$ cat src/rtl/otter_fetch_unit.sv
// ============================================================================
// otter_fetch_unit
// ----------------------------------------------------------------------------
// Instruction-fetch front end of the pipelined OTTER core.
//
// The unit sends pipelined requests to instruction memory. Returned words are
// buffered in a small FIFO together with their PCs. The decode stage consumes
// the head entry. When execute resolves a PC change, the FIFO is flushed and
// fetching restarts at the redirect target. Responses to requests that were
// already granted before the redirect are discarded in the DRAIN state.
//
// Optional build feature: define FETCH_PERF_CNT_EN to add the FE_STALL_CNT
// and FE_FLUSH_CNT performance counters.
//
// Ports
//   CLK, RST_N          core clock, asynchronous active-low reset
//   IMEM_REQ/ADDR/GNT   request handshake to instruction memory
//   IMEM_RVALID/RDATA   in-order response words
//   REDIRECT, PCSOURCE  PC change from execute (001 JALR, 010 BRANCH,
//                       011 JAL, 100 trap, 101 MRET; others ignored)
//   JALR_TGT .. MEPC    redirect target candidates
//   DE_READY            decode accepts the head instruction
//   DE_VALID/IR/PC      head instruction; IR reads as NOP when empty
//   DE_OPCODE/FUNC3/7   fields sliced from DE_IR for the control decoder
//   FE_STALL_CNT        (FETCH_PERF_CNT_EN) cycles decode waited on fetch
//   FE_FLUSH_CNT        (FETCH_PERF_CNT_EN) accepted redirects
// ============================================================================
module otter_fetch_unit #(
    parameter logic [31:0] RESET_PC        = 32'h0000_0000,
    parameter int          FIFO_DEPTH      = 4,
    parameter int          MAX_OUTSTANDING = 2
) (
    input  logic        CLK,
    input  logic        RST_N,

    output logic        IMEM_REQ,
    output logic [31:0] IMEM_ADDR,
    input  logic        IMEM_GNT,
    input  logic        IMEM_RVALID,
    input  logic [31:0] IMEM_RDATA,

    input  logic        REDIRECT,
    input  logic [2:0]  PCSOURCE,
    input  logic [31:0] JALR_TGT,
    input  logic [31:0] BRANCH_TGT,
    input  logic [31:0] JAL_TGT,
    input  logic [31:0] MTVEC,
    input  logic [31:0] MEPC,

    input  logic        DE_READY,
    output logic        DE_VALID,
    output logic [31:0] DE_IR,
    output logic [31:0] DE_PC,
    output logic [6:0]  DE_OPCODE,
    output logic [2:0]  DE_FUNC3,
    output logic [6:0]  DE_FUNC7
`ifdef FETCH_PERF_CNT_EN
    ,
    output logic [31:0] FE_STALL_CNT,
    output logic [31:0] FE_FLUSH_CNT
`endif
);

    localparam int PW = (FIFO_DEPTH > 1) ? $clog2(FIFO_DEPTH) : 1;
    localparam int CW = $clog2(FIFO_DEPTH + 1);
    localparam int OW = $clog2(MAX_OUTSTANDING + 1);
    localparam int SW = $clog2(FIFO_DEPTH + MAX_OUTSTANDING + 1);

    localparam logic [31:0] NOP_INSTR = 32'h0000_0013;

    localparam logic [0:0] ST_RUN   = 1'b0;
    localparam logic [0:0] ST_DRAIN = 1'b1;

    localparam logic [OW-1:0] MAX_OUT_C = OW'(MAX_OUTSTANDING);
    localparam logic [SW-1:0] DEPTH_C   = SW'(FIFO_DEPTH);

    // ------------------------------------------------------------------------
    // State
    // ------------------------------------------------------------------------
    logic [0:0]    state_q,  state_d;
    logic [31:0]   pc_q,     pc_d;      // next address to request
    logic [31:0]   rsp_pc_q, rsp_pc_d;  // PC of the next live response word
    logic [OW-1:0] out_q,    out_d;     // granted but not yet returned
    logic [OW-1:0] drop_q,   drop_d;    // stale responses still to discard
    logic [CW-1:0] cnt_q,    cnt_d;
    logic [PW-1:0] wr_ptr_q, wr_ptr_d;
    logic [PW-1:0] rd_ptr_q, rd_ptr_d;
    logic          req_en_q;            // keeps IMEM_REQ low in the reset cycle

    logic [31:0]   fifo_ir [FIFO_DEPTH];
    logic [31:0]   fifo_pc [FIFO_DEPTH];

    // ------------------------------------------------------------------------
    // Redirect decode
    // ------------------------------------------------------------------------
    logic        redirect_valid;
    logic [31:0] tgt_raw;
    logic [31:0] redirect_tgt;

    assign redirect_valid = REDIRECT && (PCSOURCE >= 3'd1) && (PCSOURCE <= 3'd5);

    always_comb begin
        tgt_raw = 32'h0;
        case (PCSOURCE)
            3'd1:    tgt_raw = JALR_TGT;
            3'd2:    tgt_raw = BRANCH_TGT;
            3'd3:    tgt_raw = JAL_TGT;
            3'd4:    tgt_raw = MTVEC;
            3'd5:    tgt_raw = MEPC;
            default: tgt_raw = 32'h0;
        endcase
    end

    assign redirect_tgt = {tgt_raw[31:2], 2'b00};

    // ------------------------------------------------------------------------
    // Request / handshake qualifiers
    // ------------------------------------------------------------------------
    logic [SW-1:0] occupancy;
    logic          req;
    logic          grant;
    logic          fifo_empty;
    logic          pop;
    logic          push;

    // Counting in-flight requests against FIFO space reserves a slot for every
    // word that can still come back, so a push never finds the FIFO full
    // without a matching pop.
    assign occupancy  = SW'(out_q) + SW'(cnt_q);
    assign req        = req_en_q && (state_q == ST_RUN) &&
                        (out_q < MAX_OUT_C) && (occupancy < DEPTH_C);
    assign grant      = req && IMEM_GNT;
    assign fifo_empty = (cnt_q == '0);
    assign pop        = !fifo_empty && DE_READY;
    // A word returning in the redirect cycle belongs to the old stream.
    assign push       = IMEM_RVALID && (state_q == ST_RUN) && !redirect_valid;

    // ------------------------------------------------------------------------
    // Next-state logic
    // ------------------------------------------------------------------------
    always_comb begin
        out_d = out_q;
        case ({grant, IMEM_RVALID})
            2'b10:   out_d = out_q + OW'(1);
            2'b01:   out_d = out_q - OW'(1);
            default: out_d = out_q;
        endcase
    end

    always_comb begin
        state_d  = state_q;
        drop_d   = drop_q;
        pc_d     = pc_q;
        rsp_pc_d = rsp_pc_q;
        cnt_d    = cnt_q;
        wr_ptr_d = wr_ptr_q;
        rd_ptr_d = rd_ptr_q;

        if (redirect_valid) begin
            // Everything still in flight after this cycle is stale, including
            // a request granted in this very cycle.
            pc_d     = redirect_tgt;
            rsp_pc_d = redirect_tgt;
            drop_d   = out_d;
            state_d  = (out_d != '0) ? ST_DRAIN : ST_RUN;
            cnt_d    = '0;
            wr_ptr_d = '0;
            rd_ptr_d = '0;
        end else begin
            if (grant) begin
                pc_d = pc_q + 32'd4;
            end
            if (push) begin
                rsp_pc_d = rsp_pc_q + 32'd4;
            end
            if ((state_q == ST_DRAIN) && IMEM_RVALID) begin
                drop_d = drop_q - OW'(1);
                if (drop_q == OW'(1)) begin
                    state_d = ST_RUN;
                end
            end
            wr_ptr_d = wr_ptr_q + PW'(push);
            rd_ptr_d = rd_ptr_q + PW'(pop);
            cnt_d    = cnt_q + CW'(push) - CW'(pop);
        end
    end

    // ------------------------------------------------------------------------
    // Registers
    // ------------------------------------------------------------------------
    always_ff @(posedge CLK or negedge RST_N) begin
        if (!RST_N) begin
            state_q  <= ST_RUN;
            pc_q     <= RESET_PC;
            rsp_pc_q <= RESET_PC;
            out_q    <= '0;
            drop_q   <= '0;
            cnt_q    <= '0;
            wr_ptr_q <= '0;
            rd_ptr_q <= '0;
            req_en_q <= 1'b0;
        end else begin
            state_q  <= state_d;
            pc_q     <= pc_d;
            rsp_pc_q <= rsp_pc_d;
            out_q    <= out_d;
            drop_q   <= drop_d;
            cnt_q    <= cnt_d;
            wr_ptr_q <= wr_ptr_d;
            rd_ptr_q <= rd_ptr_d;
            req_en_q <= 1'b1;
        end
    end

    // FIFO storage: data is only observed while the entry is counted as valid,
    // so it needs no reset.
    generate
        for (genvar gi = 0; gi < FIFO_DEPTH; gi++) begin : g_fifo_entry
            always_ff @(posedge CLK) begin
                if (push && (wr_ptr_q == PW'(gi))) begin
                    fifo_ir[gi] <= IMEM_RDATA;
                    fifo_pc[gi] <= rsp_pc_q;
                end
            end
        end
    endgenerate

    // ------------------------------------------------------------------------
    // Outputs
    // ------------------------------------------------------------------------
    assign IMEM_REQ  = req;
    assign IMEM_ADDR = pc_q;

    assign DE_VALID  = !fifo_empty;
    assign DE_IR     = fifo_empty ? NOP_INSTR : fifo_ir[rd_ptr_q];
    assign DE_PC     = fifo_empty ? 32'h0     : fifo_pc[rd_ptr_q];
    assign DE_OPCODE = DE_IR[6:0];
    assign DE_FUNC3  = DE_IR[14:12];
    assign DE_FUNC7  = DE_IR[31:25];

`ifdef FETCH_PERF_CNT_EN
    logic [31:0] stall_cnt_q, stall_cnt_d;
    logic [31:0] flush_cnt_q, flush_cnt_d;

    always_comb begin
        stall_cnt_d = stall_cnt_q;
        flush_cnt_d = flush_cnt_q;
        if (DE_READY && fifo_empty) begin
            stall_cnt_d = stall_cnt_q + 32'd1;
        end
        if (redirect_valid) begin
            flush_cnt_d = flush_cnt_q + 32'd1;
        end
    end

    always_ff @(posedge CLK or negedge RST_N) begin
        if (!RST_N) begin
            stall_cnt_q <= '0;
            flush_cnt_q <= '0;
        end else begin
            stall_cnt_q <= stall_cnt_d;
            flush_cnt_q <= flush_cnt_d;
        end
    end

    assign FE_STALL_CNT = stall_cnt_q;
    assign FE_FLUSH_CNT = flush_cnt_q;
`endif

endmodule

$ cat config.mk
export PLATFORM = sky130hd
export DESIGN_NAME = otter_fetch_unit
export DESIGN_NICKNAME = d
export VERILOG_FILES = /design/src/rtl/otter_fetch_unit.sv
export SDC_FILE = /design/constraint.sdc
export NUM_CORES = 1
export LEC_CHECK = 0
export BUFFER_PORTS_ARGS = -buffer_cell sky130_fd_sc_hd__buf_2
export CAP_MARGIN = 20
export CORE_MARGIN = 2
export CORE_UTILIZATION = 43
export CTS_CLUSTER_DIAMETER = 40
export DETAILED_ROUTE_END_ITERATION = 10
export PLACE_DENSITY_LB_ADDON = 0.3
export SLEW_MARGIN = 10
export SYNTH_ARGS = -nofsm -noshare
export SYNTH_HDL_FRONTEND = slang
export SYNTH_SLANG_ARGS = --single-unit
$ cat constraint.sdc
create_clock -name CLK -period 6.85 [get_ports CLK]
set_clock_uncertainty 0.1 [all_clocks]
set_input_delay 0.685 -clock CLK [delete_from_list [all_inputs] [get_ports CLK]]
set_output_delay 0.685 -clock CLK [all_outputs]
set_load 0.02 [all_outputs]
After elaboration in Yosys (flattened, before gate mapping)
Memories as Yosys holds them, arrays and structs flattened.
Index checks and enable logic that the tools add are counted.
{ "word_totals": {"reg_bits": 77, "ramBits": 256, "mem_count": 2} }
{ "classes": {"n_eq_ne": 11, "reduce_logical": 30, "n_lt_le_gt_ge": 4, "add_sub_neg": 10, "bitwise": 1, "muxes": 43} }
{ "memory_table": {"columns": ["name", "depth", "word_bits", "rd", "rd_ports_with_merged_regs", "wr", "line", "source"], "rows": [
  ["fifo_ir", 4, 32, 1, 0, 1, "90", "logic [31:0] fifo_ir [FIFO_DEPTH];"],
  ["fifo_pc", 4, 32, 1, 0, 1, "91", "logic [31:0] fifo_pc [FIFO_DEPTH];"]
]} }
{ "ops": {"columns": ["operator", "n"], "rows": [
  ["two-way mux 32 bit", 12],
  ["OR reduction 32 bit", 6],
  ["case mux 32 bit (5 select lines)", 1],
  ["adder 32 x 3 -> 32 bit, second input constant", 2],
  ["two-way mux 2 bit", 10],
  ["two-way mux 1 bit", 18],
  ["logical AND 1 bit", 14],
  ["nonzero test 2 bit", 5],
  ["== test 2 x 1 -> 1 bit, second input constant", 3],
  ["== test 2 bit, second input constant", 3],
  ["== test 3 x 2 -> 1 bit, second input constant", 2],
  ["== test 3 bit, second input constant", 2],
  ["adder 2 x 1 -> 2 bit", 2],
  ["case mux 2 bit (2 select lines)", 1],
  ["subtractor 2 x 1 -> 2 bit, second input constant", 2],
  ["adder 2 x 3 -> 3 bit", 1],
  ["adder 3 x 1 -> 3 bit", 1],
  ["== test 3 x 1 -> 1 bit, second input constant", 1],
  [">= comparator 3 x 1 -> 1 bit, second input constant", 1],
  ["<= comparator 3 bit, second input constant", 1],
  ["zero test 3 bit", 1],
  ["< comparator 3 bit, second input constant", 1],
  ["two-way mux 3 bit", 1],
  ["subtractor 3 x 1 -> 3 bit", 1],
  ["6 further kinds", 7]
]} }

Depth between registers and ports, before layout
{ "logic_depth": {"depth_word": 12, "depth_mapped": 12, "mapped_depth_nobuf": 11} }

Worst setup path after synthesis
No wires, ideal clock.
{ "synth_path": {"path_kind": "in2reg", "from": "input PCSOURCE[0]", "to": "memory fifo_ir[0][0] (enable)", "setup_ns": 0.558, "stages": 5, "slack_ns": 0.488, "arrival_ns": 5.704, "path_buffers": 1, "cell_sequence": "buf_2 or3_1 nand3_1 nand2_1 nor3_1"} }
{ "synth_between": {"elab_chain_len": 12} }
{ "synth_rtl": {"columns": ["element", "line", "source"], "rows": [
  ["start: declaration", "43", "input logic [2:0] PCSOURCE,"],
  [">= comparator 3 x 1 -> 1 bit", "100", "assign redirect_valid = REDIRECT && (PCSOURCE >= 3'd1) && (PCSOURCE <= 3'd5);"],
  ["logical AND 1 bit", "100", null],
  ["logical AND 1 bit (*)", "100", null],
  ["zero test 1 bit (*)", "136", "assign push = IMEM_RVALID && (state_q == ST_RUN) && !redirect_valid;"],
  ["logical AND 1 bit (*)", "136", null],
  ["logical AND 1 bit", "220", "if (push && (wr_ptr_q == PW'(gi))) begin"],
  ["two-way mux 1 bit", "220", null],
  ["two-way mux 1 bit (implied by the code)", "221", "fifo_ir[gi] <= IMEM_RDATA;"],
  ["OR reduction 32 bit (no line)", null, null],
  ["two-way mux 2 bit (no line) / two-way mux 1 bit (equally long branches) (3 in series)", null, null],
  ["end: declaration", "90", null]
]} }
Every way passes the cells marked *; elsewhere a longest branch is shown, timed or not.

Worst setup path after layout
{ "layout_path": {"from": "register rd_ptr_q[0]", "to": "output DE_OPCODE[0]"} }
{ "layout_between": {"elab_chain_len": 2} }
{ "layout_rtl": {"columns": ["element", "line", "source"], "rows": [
  ["start: declaration", "87", "logic [PW-1:0] rd_ptr_q, rd_ptr_d;"],
  ["start signal: assignment", "210", "rd_ptr_q <= rd_ptr_d;"],
  ["memory (4 x 32 bit)", null, null],
  ["two-way mux 32 bit", "235", "assign DE_IR = fifo_empty ? NOP_INSTR : fifo_ir[rd_ptr_q];"],
  ["end: declaration", "54", "output logic [6:0] DE_OPCODE,"]
]} }
Every way passes these cells.

==> metrics.txt <==
status completed; Gate power share 31.8%; Top-Level Pins 316; Yosys top cell by area edfxtp_1; Critical Path Fanout Max 35; clock group share of total power 29.5%; Final Hold Vio Count 0; Post-Route Setup TNS 0 ns; PD cells 376 nW/µm²; DRT antenna net count 0; ys flop type edfxtp_1; Die Ht 188 µm; CTS tree built; DR WL/cell 20.8 µm; first-pass GRT wire length 55.7 mm; hold_buf cts 0; area delta synth->final 21.5%; VDD IR max 0.000213 V; Total Routed Length 36.4 mm; post-CTS sizing 0; pin count of the biggest net entering global routing 74; f_max 258 MHz; crit path DAT 3.09 ns; Root Buffer clkbuf_16; Num Clock Sinks 321; Rel. slew slack 28.6%; YS warnings 0; core area 33400 µm²; initial drt markers 497; hold crit path type input pin to flop; most frequent cells in the layout buf_2 (301), edfxtp_1 (248), dfrtp_1 (71); most common cell after layout, fill and taps aside buf_2; fin. max-slew vios 0; ANT cells 0; critical path required time 6.06 ns; RSZ-0062 raised after global routing no; initial antenna violation count 0; CTS H-tree depth 2; Port Buffers 301; mux share of post-synthesis cell area 11.8%; DRC 0; Final HPWL DP 25.2 mm; CP endpoint kind output pin; clock-pin transition on the worst setup and hold timing paths 0.05 ns; Final nets 1478; Congestion Overflow GR 0; final setup fails 0; sequential share of power 38.7%; MaxCap Viol Count 0; top cells by area, synth edfxtp_1 (51%), dfrtp_1 (13%), mux4_2 (9.6%); post-synthesis xor/xnor area fraction 3.00%; maximum root-to-sink buffer count 3; setup repair bufs after CTS 0; library cells used by synthesis 64; Final Util 53.0%; Switching Power 0.00230 W; Synth Area in Adders 0.910%; number of synthesized flops with an enable pin 248; FF+latch count, synth 321; CTS Buf Count 41; cell-internal power 0.00436 W; Pleak 6.66 nW; switching share of total power 34.5%; fin crit period 3.88 ns; kind of critical path flop to output pin; die footprint 35400 µm²; Worst Tran Pin Value 1.07 ns; Yosys top cell area share 51.1%; FP Rows 67; Clock Latency Late Sink 0.52 ns; ys async rst share 22.7%; Final GP Congestion 0.905; detailed-route vias per instance 5.49; die width 188 µm; Compound-Gate Fraction of Synth Area 7.52%; Worst Setup Start Kind flop; register area share after synthesis 63.6%; main combinational cell family by area after synthesis multiplexers; Simple-Gate Fraction of Synth Area 10.1%; Final Cycle Share 56.6%; Initial Utilization 43.6%; DR pass1 iterations 5; vias in the first global route 9767; layout cells sized above 1 35.9%; Syn Inst Count 979; Via Count 9586; Overall Global Routing Usage 20.5%; Avg Cell Area, Syn 14.9 µm²; synthesized area 14600 µm²
[synthesized netlist by cell type (all sizes together) (21+ instances only)]
master	instances
edfxtp	248
buf	46
dfrtp	73
o21ai	21
nor2b	61
mux2i	31
mux4	62
nor2	24
nand2	49
clkbuf	29
xnor2	27
nand3	23
xor2	23
a21oi	55
[final cells by class]
type	count	area, µm²
clock buffers	46	1040
multi-input cells	576	4920
fillers	2823	15700
flip-flops and latches	321	9280
clock inverters	27	224
inverters	10	37.5
well taps	448	561
repair buffers	317	1650
[power by group through the flow]
stage	logic (W)	registers [W]	clock network [W]
after detailed placement	0.00215	0.00262	0
after global routing	0.00229	0.00262	0.00211
after CTS	0.00215	0.00258	0.00202
after global placement	0.00213	0.00260	0
final	0.00212	0.00258	0.00197
after floorplan	0.00157	0.00254	0
[worst paths after layout]
kind	start	end	slack, ns	cells past startpoint
hold reg to reg	IMEM_ADDR[3]	IMEM_ADDR[3]	0.44	2
max in group asynchronous	RST_N	rd_ptr_q[0]	5.62	2
setup reg to reg	state_q	fifo_ir[1][10]	3.58	6
min in group asynchronous	RST_N	IMEM_ADDR[5]	0.28	2
setup / recovery	rd_ptr_q[0]	DE_OPCODE[0]	2.97	4
hold / removal	IMEM_RDATA[28]	fifo_ir[3][28]	0.27	1
[worst max-delay path, cell delays in order (launching register included)]
cell	delay, ns
dfrtp_4	0.83
buf_4	0.70
mux4_2	0.58
or2_2	0.29
buf_2	0.16
[stage by stage]
| step | hold WS (ns) | power, W | instance area (µm²) | setup slack (ns) | std cells |
|---|---|---|---|---|---|
| 2_1_floorplan | 0.289 | 0.00411 | 14600 | 0.488 | 982 |
| 3_3_place_gp | 0.411 | 0.00474 | 16400 | 2.83 | 1670 |
| 3_5_place_dp | 0.437 | 0.00477 | 16500 | 3.07 | 1672 |
| 4_1_cts | 0.245 | 0.00675 | 17700 | 2.86 | 1745 |
| 5_1_grt | 0.249 | 0.00701 | 17700 | 2.72 | 1745 |
| 6_report | 0.275 | 0.00666 | 17700 | 2.97 | 1745 |
[cells by family after synthesis]
logic type	after synthesis
multiplexers	94
buffers and inverters	85
other	2
AO/OA/AOI/OAI	162
adder cells (fa/ha/maj)	10
flip-flops	321
AND/OR/NAND/NOR	255
XOR/XNOR	50
[metal layers]
metal	wire length, µm	GRT usage [%]
met5	0	0
met4	1030	6.72
met3	2830	4.83
met2	17800	34.4
met1	14700	26.2
[flip-flops by register name, summed over array words and instances, names as in the netlist]
| name | flops |
|---|---|
| drop_q | 2 |
| rsp_pc_q | 30 |
| wr_ptr_q | 2 |
| fifo_pc | 120 |
| fifo_ir | 128 |
| cnt_q | 3 |
| IMEM_ADDR | 30 |
| state_q | 1 |
| req_en_q | 1 |
| out_q | 2 |
| rd_ptr_q | 2 |
(Power assumes the default switching activity.)
